<file path="src/rtl/uart_tx_buffered.sv">
// Buffered UART transmitter: byte FIFO feeding an 8N1 serializer.
// Ports: clk_in/rst_n_in, data_byte_in/valid_in/ready_out push side,
//   fifo_count_out, busy_out status, tx_wire_out serial line.
module uart_tx_buffered #(
  parameter int INPUT_CLOCK_FREQ = 100_000_000,
  parameter int BAUD_RATE        = 9600,
  parameter int FIFO_DEPTH       = 16
) (
  input  logic                          clk_in,
  input  logic                          rst_n_in,
  input  logic [7:0]                    data_byte_in,
  input  logic                          valid_in,
  output logic                          ready_out,
  output logic [$clog2(FIFO_DEPTH):0]   fifo_count_out,
  output logic                          busy_out,
  output logic                          tx_wire_out
);

  localparam int P  = INPUT_CLOCK_FREQ / BAUD_RATE;
  localparam int TW = (P > 1) ? $clog2(P) : 1;
  localparam int AW = $clog2(FIFO_DEPTH);
  localparam int CW = AW + 1;

  typedef enum logic [1:0] {
    IDLE,
    START,
    DATA,
    STOP
  } state_e;

  // fifo state
  logic [7:0]    mem_q [FIFO_DEPTH];
  logic [AW-1:0] wr_q, wr_d;
  logic [AW-1:0] rd_q, rd_d;
  logic [CW-1:0] count_q, count_d;
  logic          ready_q, ready_d;

  // serializer state
  state_e        state_q, state_d;
  logic [TW-1:0] timer_q, timer_d;
  logic [2:0]    idx_q, idx_d;
  logic [7:0]    shift_q, shift_d;
  logic          tx_q, tx_d;
  logic          busy_q, busy_d;

  logic push;
  logic pop;
  logic tick;

  assign push = valid_in && ready_q;
  assign pop  = (state_q == IDLE) && (count_q != '0);
  assign tick = (timer_q == TW'(P - 1));

  // FIFO bookkeeping
  always_comb begin
    wr_d    = wr_q;
    rd_d    = rd_q;
    count_d = count_q;
    if (push) wr_d = wr_q + AW'(1);
    if (pop)  rd_d = rd_q + AW'(1);
    unique case ({push, pop})
      2'b10:   count_d = count_q + CW'(1);
      2'b01:   count_d = count_q - CW'(1);
      default: count_d = count_q;
    endcase
    // ready is a flop so valid_in never reaches it combinationally
    ready_d = (count_d < CW'(FIFO_DEPTH));
  end

  always_ff @(posedge clk_in) begin
    if (push) mem_q[wr_q] <= data_byte_in;
  end

  always_ff @(posedge clk_in or negedge rst_n_in) begin
    if (!rst_n_in) begin
      wr_q    <= '0;
      rd_q    <= '0;
      count_q <= '0;
      ready_q <= 1'b0;
    end else begin
      wr_q    <= wr_d;
      rd_q    <= rd_d;
      count_q <= count_d;
      ready_q <= ready_d;
    end
  end

  // serializer: state register
  always_ff @(posedge clk_in or negedge rst_n_in) begin
    if (!rst_n_in) begin
      state_q <= IDLE;
      timer_q <= '0;
      idx_q   <= '0;
      shift_q <= '0;
    end else begin
      state_q <= state_d;
      timer_q <= timer_d;
      idx_q   <= idx_d;
      shift_q <= shift_d;
    end
  end

  // serializer: next state
  always_comb begin
    state_d = state_q;
    timer_d = timer_q;
    idx_d   = idx_q;
    shift_d = shift_q;
    unique case (state_q)
      IDLE: begin
        if (pop) begin
          shift_d = mem_q[rd_q];
          timer_d = '0;
          state_d = START;
        end
      end
      START: begin
        if (tick) begin
          timer_d = '0;
          idx_d   = '0;
          state_d = DATA;
        end else begin
          timer_d = timer_q + TW'(1);
        end
      end
      DATA: begin
        if (tick) begin
          timer_d = '0;
          shift_d = {1'b0, shift_q[7:1]};
          idx_d   = idx_q + 3'd1;
          if (idx_q == 3'd7) state_d = STOP;
        end else begin
          timer_d = timer_q + TW'(1);
        end
      end
      STOP: begin
        if (tick) begin
          timer_d = '0;
          state_d = IDLE;
        end else begin
          timer_d = timer_q + TW'(1);
        end
      end
      default: state_d = IDLE;
    endcase
  end

  // serializer: outputs, decoded from current state
  always_comb begin
    tx_d = 1'b1;
    unique case (state_q)
      START:   tx_d = 1'b0;
      DATA:    tx_d = shift_q[0];
      default: tx_d = 1'b1;
    endcase
    // busy is registered too so it stays aligned with the tx line
    busy_d = (state_q != IDLE) || (count_q != '0);
  end

  always_ff @(posedge clk_in or negedge rst_n_in) begin
    if (!rst_n_in) begin
      tx_q   <= 1'b1;
      busy_q <= 1'b0;
    end else begin
      tx_q   <= tx_d;
      busy_q <= busy_d;
    end
  end

  assign ready_out      = ready_q;
  assign fifo_count_out = count_q;
  assign busy_out       = busy_q;
  assign tx_wire_out    = tx_q;

endmodule

</file>
<file path="config.mk">
export PLATFORM = sky130hd
export DESIGN_NAME = uart_tx_buffered
export DESIGN_NICKNAME = d
export VERILOG_FILES = /design/src/rtl/uart_tx_buffered.sv
export SDC_FILE = /design/constraint.sdc
export NUM_CORES = 1
export LEC_CHECK = 0
export ABC_AREA = 1
export CAP_MARGIN = 20
export CORE_ASPECT_RATIO = 1.1
export CORE_UTILIZATION = 50
export CTS_BUF_LIST = sky130_fd_sc_hd__clkbuf_8
export DETAILED_ROUTE_END_ITERATION = 6
export GPL_ROUTABILITY_DRIVEN = 0
export GPL_TIMING_DRIVEN = 0
export PLACE_DENSITY = 0.7
export SETUP_SLACK_MARGIN = 0.1
export SYNTH_ARGS = -nofsm -noshare
export SYNTH_HDL_FRONTEND = slang
export SYNTH_SLANG_ARGS = --single-unit
</file>
<file path="constraint.sdc">
create_clock -name clk_in -period 2.36 [get_ports clk_in]
set_input_delay 0.472 -clock clk_in [delete_from_list [all_inputs] [get_ports clk_in]]
set_output_delay 0.472 -clock clk_in [all_outputs]
set_load 0.02 [all_outputs]
</file>
== Word-level counts from Yosys, hierarchy flattened ==
Memories as Yosys holds them, arrays and structs flattened.
Cells that the tools add are included.
Word-level totals
  memory bits (writable): 128
  bits of input ports: 11
  flip-flop bits (word level): 43
  logic and storage cells: 61
  memories kept: 1
Memory list
  mem_q: depth 16, width 8, read ports 1, clocked after Yosys merged registers in 0, write ports 1, RTL line 32  | logic [7:0] mem_q [FIFO_DEPTH];
Cells by class
  equality and inequality tests: 12
  add/subtract/negate cells: 6
  reduce and logical (&&, ||, !) cells: 12
  multiplexer cells: 19
  magnitude comparators: 1
Operators by type and width (number)
  $mux W14: 2
  $pmux W14 S2: 1
  $mux W8: 2
  $pmux W8 S2: 1
  $add A14 B1 Y14 const B: 1
  $eq A14 B14 Y1 const B: 1
  $mux W2: 5
  $ne A2 B2 Y1 const B: 5
  $pmux W5 S2: 1
  $add A4 B1 Y4 const B: 2
  $pmux W2 S4: 1
  $eq A2 B2 Y1 const B: 3
  $mux W3: 2
  $pmux W3 S2: 1
  $reduce_and A3 Y1: 2
  $reduce_bool A2 Y1: 3
  $add A5 B1 Y5 const B: 1
  $lt A5 B5 Y1 const B: 1
  $reduce_and A5 Y1: 1
  $reduce_bool A5 Y1: 1
  $sub A5 B1 Y5 const B: 1
  $eq A2 B1 Y1 const B: 2
  $add A3 B1 Y3 const B: 1
  $eq A3 B3 Y1 const B: 1
  other kinds (6): 8

== Depth between registers and ports, before layout ==
  word-level depth: 5
  depth in mapped cells: 14
  gate-level depth less buffers: 14

== Worst setup path after synthesis ==
OpenSTA, ideal clock, no wires.
  path type: flip-flop to flip-flop
  start point: register count_q[1], in the netlist fifo_count_out[1]
  end point: register ready_q, in the netlist ready_out
  setup time: 0.117 ns
  clock period less this slack: 2.158 ns
  slack: 0.202 ns
  stages on the path, launching flop included: 15
  arrival time: 2.042 ns
  data required time: 2.243 ns
  cells stage by stage: dfrtp_1 nor2_1 nand4_2 nand2_1 inv_1 ha_1 xor2_1 ha_1 inv_1 nand2_1 nand3_1 nand2_1 xor2_1 nand2_1 nand2_1
On the way
  longest elaborated chain between the ends: 5
RTL lines
  from (decl): RTL line 35  | logic [CW-1:0] count_q, count_d;
  from (signal assigned): RTL line 83  | count_q <= count_d;
  $reduce_bool A5 Y1 *: RTL line 51  | assign pop = (state_q == IDLE) && (count_q != '0);
  $logic_and A1 B1 Y1 *: RTL line 51
  net pop: RTL line 47  | logic pop;
  $eq A2 B1 Y1 / $eq A2 B2 Y1 (equally long branches): RTL line 61  | unique case ({push, pop})
  $pmux W5 S2 *: RTL line 61
  $lt A5 B5 Y1 *: RTL line 67  | ready_d = (count_d < CW'(FIFO_DEPTH));
  net ready_d: RTL line 36  | logic ready_q, ready_d;
  to (signal assigned): RTL line 84  | ready_q <= ready_d;
  to (decl): RTL line 36
Mark *: on every way through the listed nets, which the timed path passes. The rest lies on a longest branch.
A chain may end at the register's enable or synchronous reset.

== Worst setup path in the final report ==
  start point: input valid_in
  end point: memory mem_q[15][5], enable pin
On the way
  longest elaborated chain between the ends: 3
RTL lines
  from (decl): RTL line 12  | input logic valid_in,
  $logic_and A1 B1 Y1: RTL line 50  | assign push = valid_in && ready_q;
  $mux W1: RTL line 71  | if (push) mem_q[wr_q] <= data_byte_in;
  $mux W1 (implied by the code): RTL line 71
  to (decl): RTL line 32
Every way passes these cells.

==> reports/metrics.sh <==
DIODES=0
SYNTH_TOP_AREA_FRAC=0.4898
REPORT.FINAL.HOLD_VIOL_COUNT=0
YOSYS.AREA.TOP_TYPE='edfxtp_1'
IO_PINS=19
TIMING.HOLD.WS_PS=432.3
GR-USAGE-ALL-LAYERS=0.2245
NUM-NETS-FINAL=874
CP.ARRIVAL_PS=2200
ROUTE.ANTENNA.REMAINING_NETS=0
FINALWORSTPATHREQUIREDPERIOD_PS=2114
SETUP_REPAIR_AFTER_GLOBAL_ROUTING_MISSED_ITS_MARGIN='no'
DIE_Y_UM=133.4
WIRE_LENGTH_REPORTED_BY_THE_DETAILED_ROUTER_UM=17030
WORST_SKEW_PAIR.LATE_LATENCY_PS=460
SYN-MEAN-INSTANCE-AREA_UM2=9.748
START_UTIL=0.5172
DETAILEDPLACE.WORSTSLACK_PS=-251.0
POWER.LEAKAGE_nW=3.756
POST-ROUTE-DRC-COUNT=0
FIRST_GLOBAL_VIAS=5036
CTS.PATH.MAX_BUFFERS=2
MET3_USAGE=0.04623
LARGEST_FANOUT_ON_THE_CRITICAL_PATH=8
SYN2LAYOUT_AREA_GROWTH_PCT=11.05
CTS_ROOT_BUFFER='clkbuf_8'
SLEW_HEADROOM=0.4344
FINAL_MIN_PERIOD_OVER_CLOCK_PERIOD=0.8957
CRITICAL_PATH.ENDPOINT_TYPE='register'
YOSYS.CELL_TYPES.COUNT=35
TIMING.CRITICAL_PATH.FROM='valid_in'
YS_WARN_COUNT=0
FINAL_MAX_SLEW_VIOL_COUNT=0
MAX_CLOCK_FREQ_MHz=473.1
SYN-NUM-NETS=833
HPWLAFTERDP_UM=11670
CELLPOWERDENSITY_nW_PER_UM2=731.4
MAX_SLEW.WORST_PIN.SLEW_PS=845.3
POST_DRT_VIA_CELL_RATIO=5.218
WORSTPATHREQUIRED_PS=2450
KIND_OF_START_POINT_OF_THE_CRITICAL_PATH='primary input'
YS.FLOP_TYPE='edfxtp_1'
GRT_MAX_DEGREE=31
GLOBALROUTEMET2UTIL=0.3343
MULTI_INPUT_GATE_AREA_UM2=2435
DRTPASS1ITERATIONS=5
DRT-INITIAL-DRC-COUNT=546
WORSTREG2REGSTART='fifo_count_out[1]'
PORT_BUFFERS=18
GRT_PASS1_WL_UM=26880
CTS.REPORTEDPATHS.CLKPINSLEW_PS=90
MAXCAPVIOLCOUNT=0
CORE_AREA_UM2=15170
FP.DIEW_UM=121.5
AVERAGE_WIRE_PER_STANDARD_CELL_UM=16.15
HTREE_NUM_LEVELS=4
IR_DROP_uV=499.4
SEQUENTIAL_CELL_AREA_IN_THE_FINAL_LAYOUT_UM2=4922
VIA_COUNT=5505
POST_SYNTH_EDFFS=128
FP.DIEAREA_UM2=16200
TIMING.FINAL.WS_SETUP_PS=246.2
GRT_MOST_USED_LAYER='met2'
MAPPEDNETLISTAREA_UM2=7848
INITIAL_ANTENNA_VIOLATION_COUNT=0
TIMING.SETUP.CRITICAL_PATH_CLASS='primary input to register'
NUM_ROWS=47
YS_TOP_CELLS_BY_AREA='edfxtp_1 49%, dfrtp_1 13%, nand2_1 13%, nand3_1 6.6%, inv_1 4.5%'
SYN-INSTANCE-COUNT=805
CTS_INSERTED_BUFFERS=17
GR-TOTAL-OVERFLOW=0
RR_ENDPOINT='ready_out'
POSTSYNTH.ASYNCRESETSHARE=0.2515
P_TOTAL_W=0.006374
WORSTREGTOREGCELLS=14
SETUP_VIOL_COUNT_FINAL=0
TRITONCTS_NUM_SINKS=171
DRIVE_GT1_FRAC=0.09546
TRITONCTS='done'
HOLD_PATH_CLASS='primary input to async pin'
GLOBAL_ROUTE.USAGE.MET1=0.3163
FIN_SKEW_PS=13.04
SYNTH-SEQ-AREA-SHARE=0.6271
SETUP_TOTAL_NEGATIVE_SLACK_PS=0
R2R_SLACK_PS=290
LAYOUT.FILLER_CELLS=1309
YOSYS_REGISTER_BITS=171
OUTCOME='complete, no violations'
## worst max-delay path, cell delays in order
cell and delay (ps):
clkdlybuf4s50_1 460, nand2_1 170, inv_1 210, nand2_1 220
nor2_1 670
## cell usage in the layout, fill, tap and decap left out, types with 10 or more instances in the layout
cell type / n
inv_1: 92
o21ai_0: 28
clkbuf_8: 18
nand3_1: 103
ha_1: 15
nor2_1: 45
clkdlybuf4s50_1: 17
dfrtp_1: 41
edfxtp_1: 128
nand2_1: 266
buf_2: 17
xor2_1: 10
## per-layer routing
layer / wire [um] / up-vias
li1: - / 2698
met1: 7457 / 2541
met2: 7829 / 225
met3: 1208 / 41
met4: 538 / 0
met5: 0 / -
## registers in the layout, summed over array words and instances (netlist names), named ones only
signal,flops
busy_out,1
fifo_count_out,4
idx_q,3
mem_q,128
rd_q,4
ready_out,1
shift_q,8
state_q,2
timer_q,14
tx_wire_out,1
wr_q,4
## cell type report
type,instances,share of cell area
tap,196,0.02814
clock inverter,15,0.01436
multi-input combinational,508,0.2794
clock buffer,17,0.02685
sequential,171,0.5648
timing repair buffer,22,0.02527
buffer,27,0.01852
inverter,99,0.04264
## cell families (layout without fill, tap and decap cells)
family | count (synthesis) | after routing | share of synthesized area
buf+inv | 126 | 180 | 0.06792
simple gates | 442 | 442 | 0.2384
compound gates | 35 | 35 | 0.02392
flops | 171 | 171 | 0.6271
xor+xnor | 14 | 14 | 0.01562
fa+ha+maj | 17 | 17 | 0.02710
## what timing repair did
| item | 4_1_cts | 5_1_grt |
|---|---|---|
| pin swaps | 0 | 1 |
| setup endpoints to repair | 5 | 2 |
| gates cloned | 0 | 0 |
| buffers inserted | 1 | 1 |
| endpoints found under the hold margin | 12 | 0 |
| resized for setup | 6 | 6 |
| hold buffers | 1 | 0 |
## Yosys cell counts, types with 2 or more instances
master,n
o211ai_1,2
ha_1,17
xnor2_1,4
buf_6,3
buf_4,2
buf_2,16
nand2_2,3
clkbuf_1,4
inv_1,94
o21ai_0,28
xor2_1,10
or2_2,3
inv_2,3
nor2_1,46
nor2_2,2
nand2_1,268
clkinv_1,2
dfrtp_1,42
nand3_1,103
a21oi_1,2
nand4_1,7
edfxtp_1,128
nor3_1,4
## where the power goes
part           switching [W]  internal, W
Sequential          0.000121      0.00350
Clock                0.00106     0.000828
Combinational       0.000580     0.000282
## how the worst max path moves through the flow
stage,slack (ps),cells past startpoint,to
after floorplan,200,14,ready_out
after global placement,-400,1,rd_q[1]
after detailed placement,-250,14,register
after CTS,130,14,register
after global routing,110,14,ready_out
final,250,5,mem_q[15][5]
## metrics by stage
step | std cells | area [um2] | utilization
after global routing | 1055 | 8715 | 0.5744
after global placement | 1019 | 8273 | 0.5453
after CTS | 1054 | 8685 | 0.5724
after floorplan | 805 | 7848 | -
after detailed placement | 1020 | 8288 | 0.5463
final | 1055 | 8715 | 0.5744
Note: power is estimated with default switching activity, not from simulation.
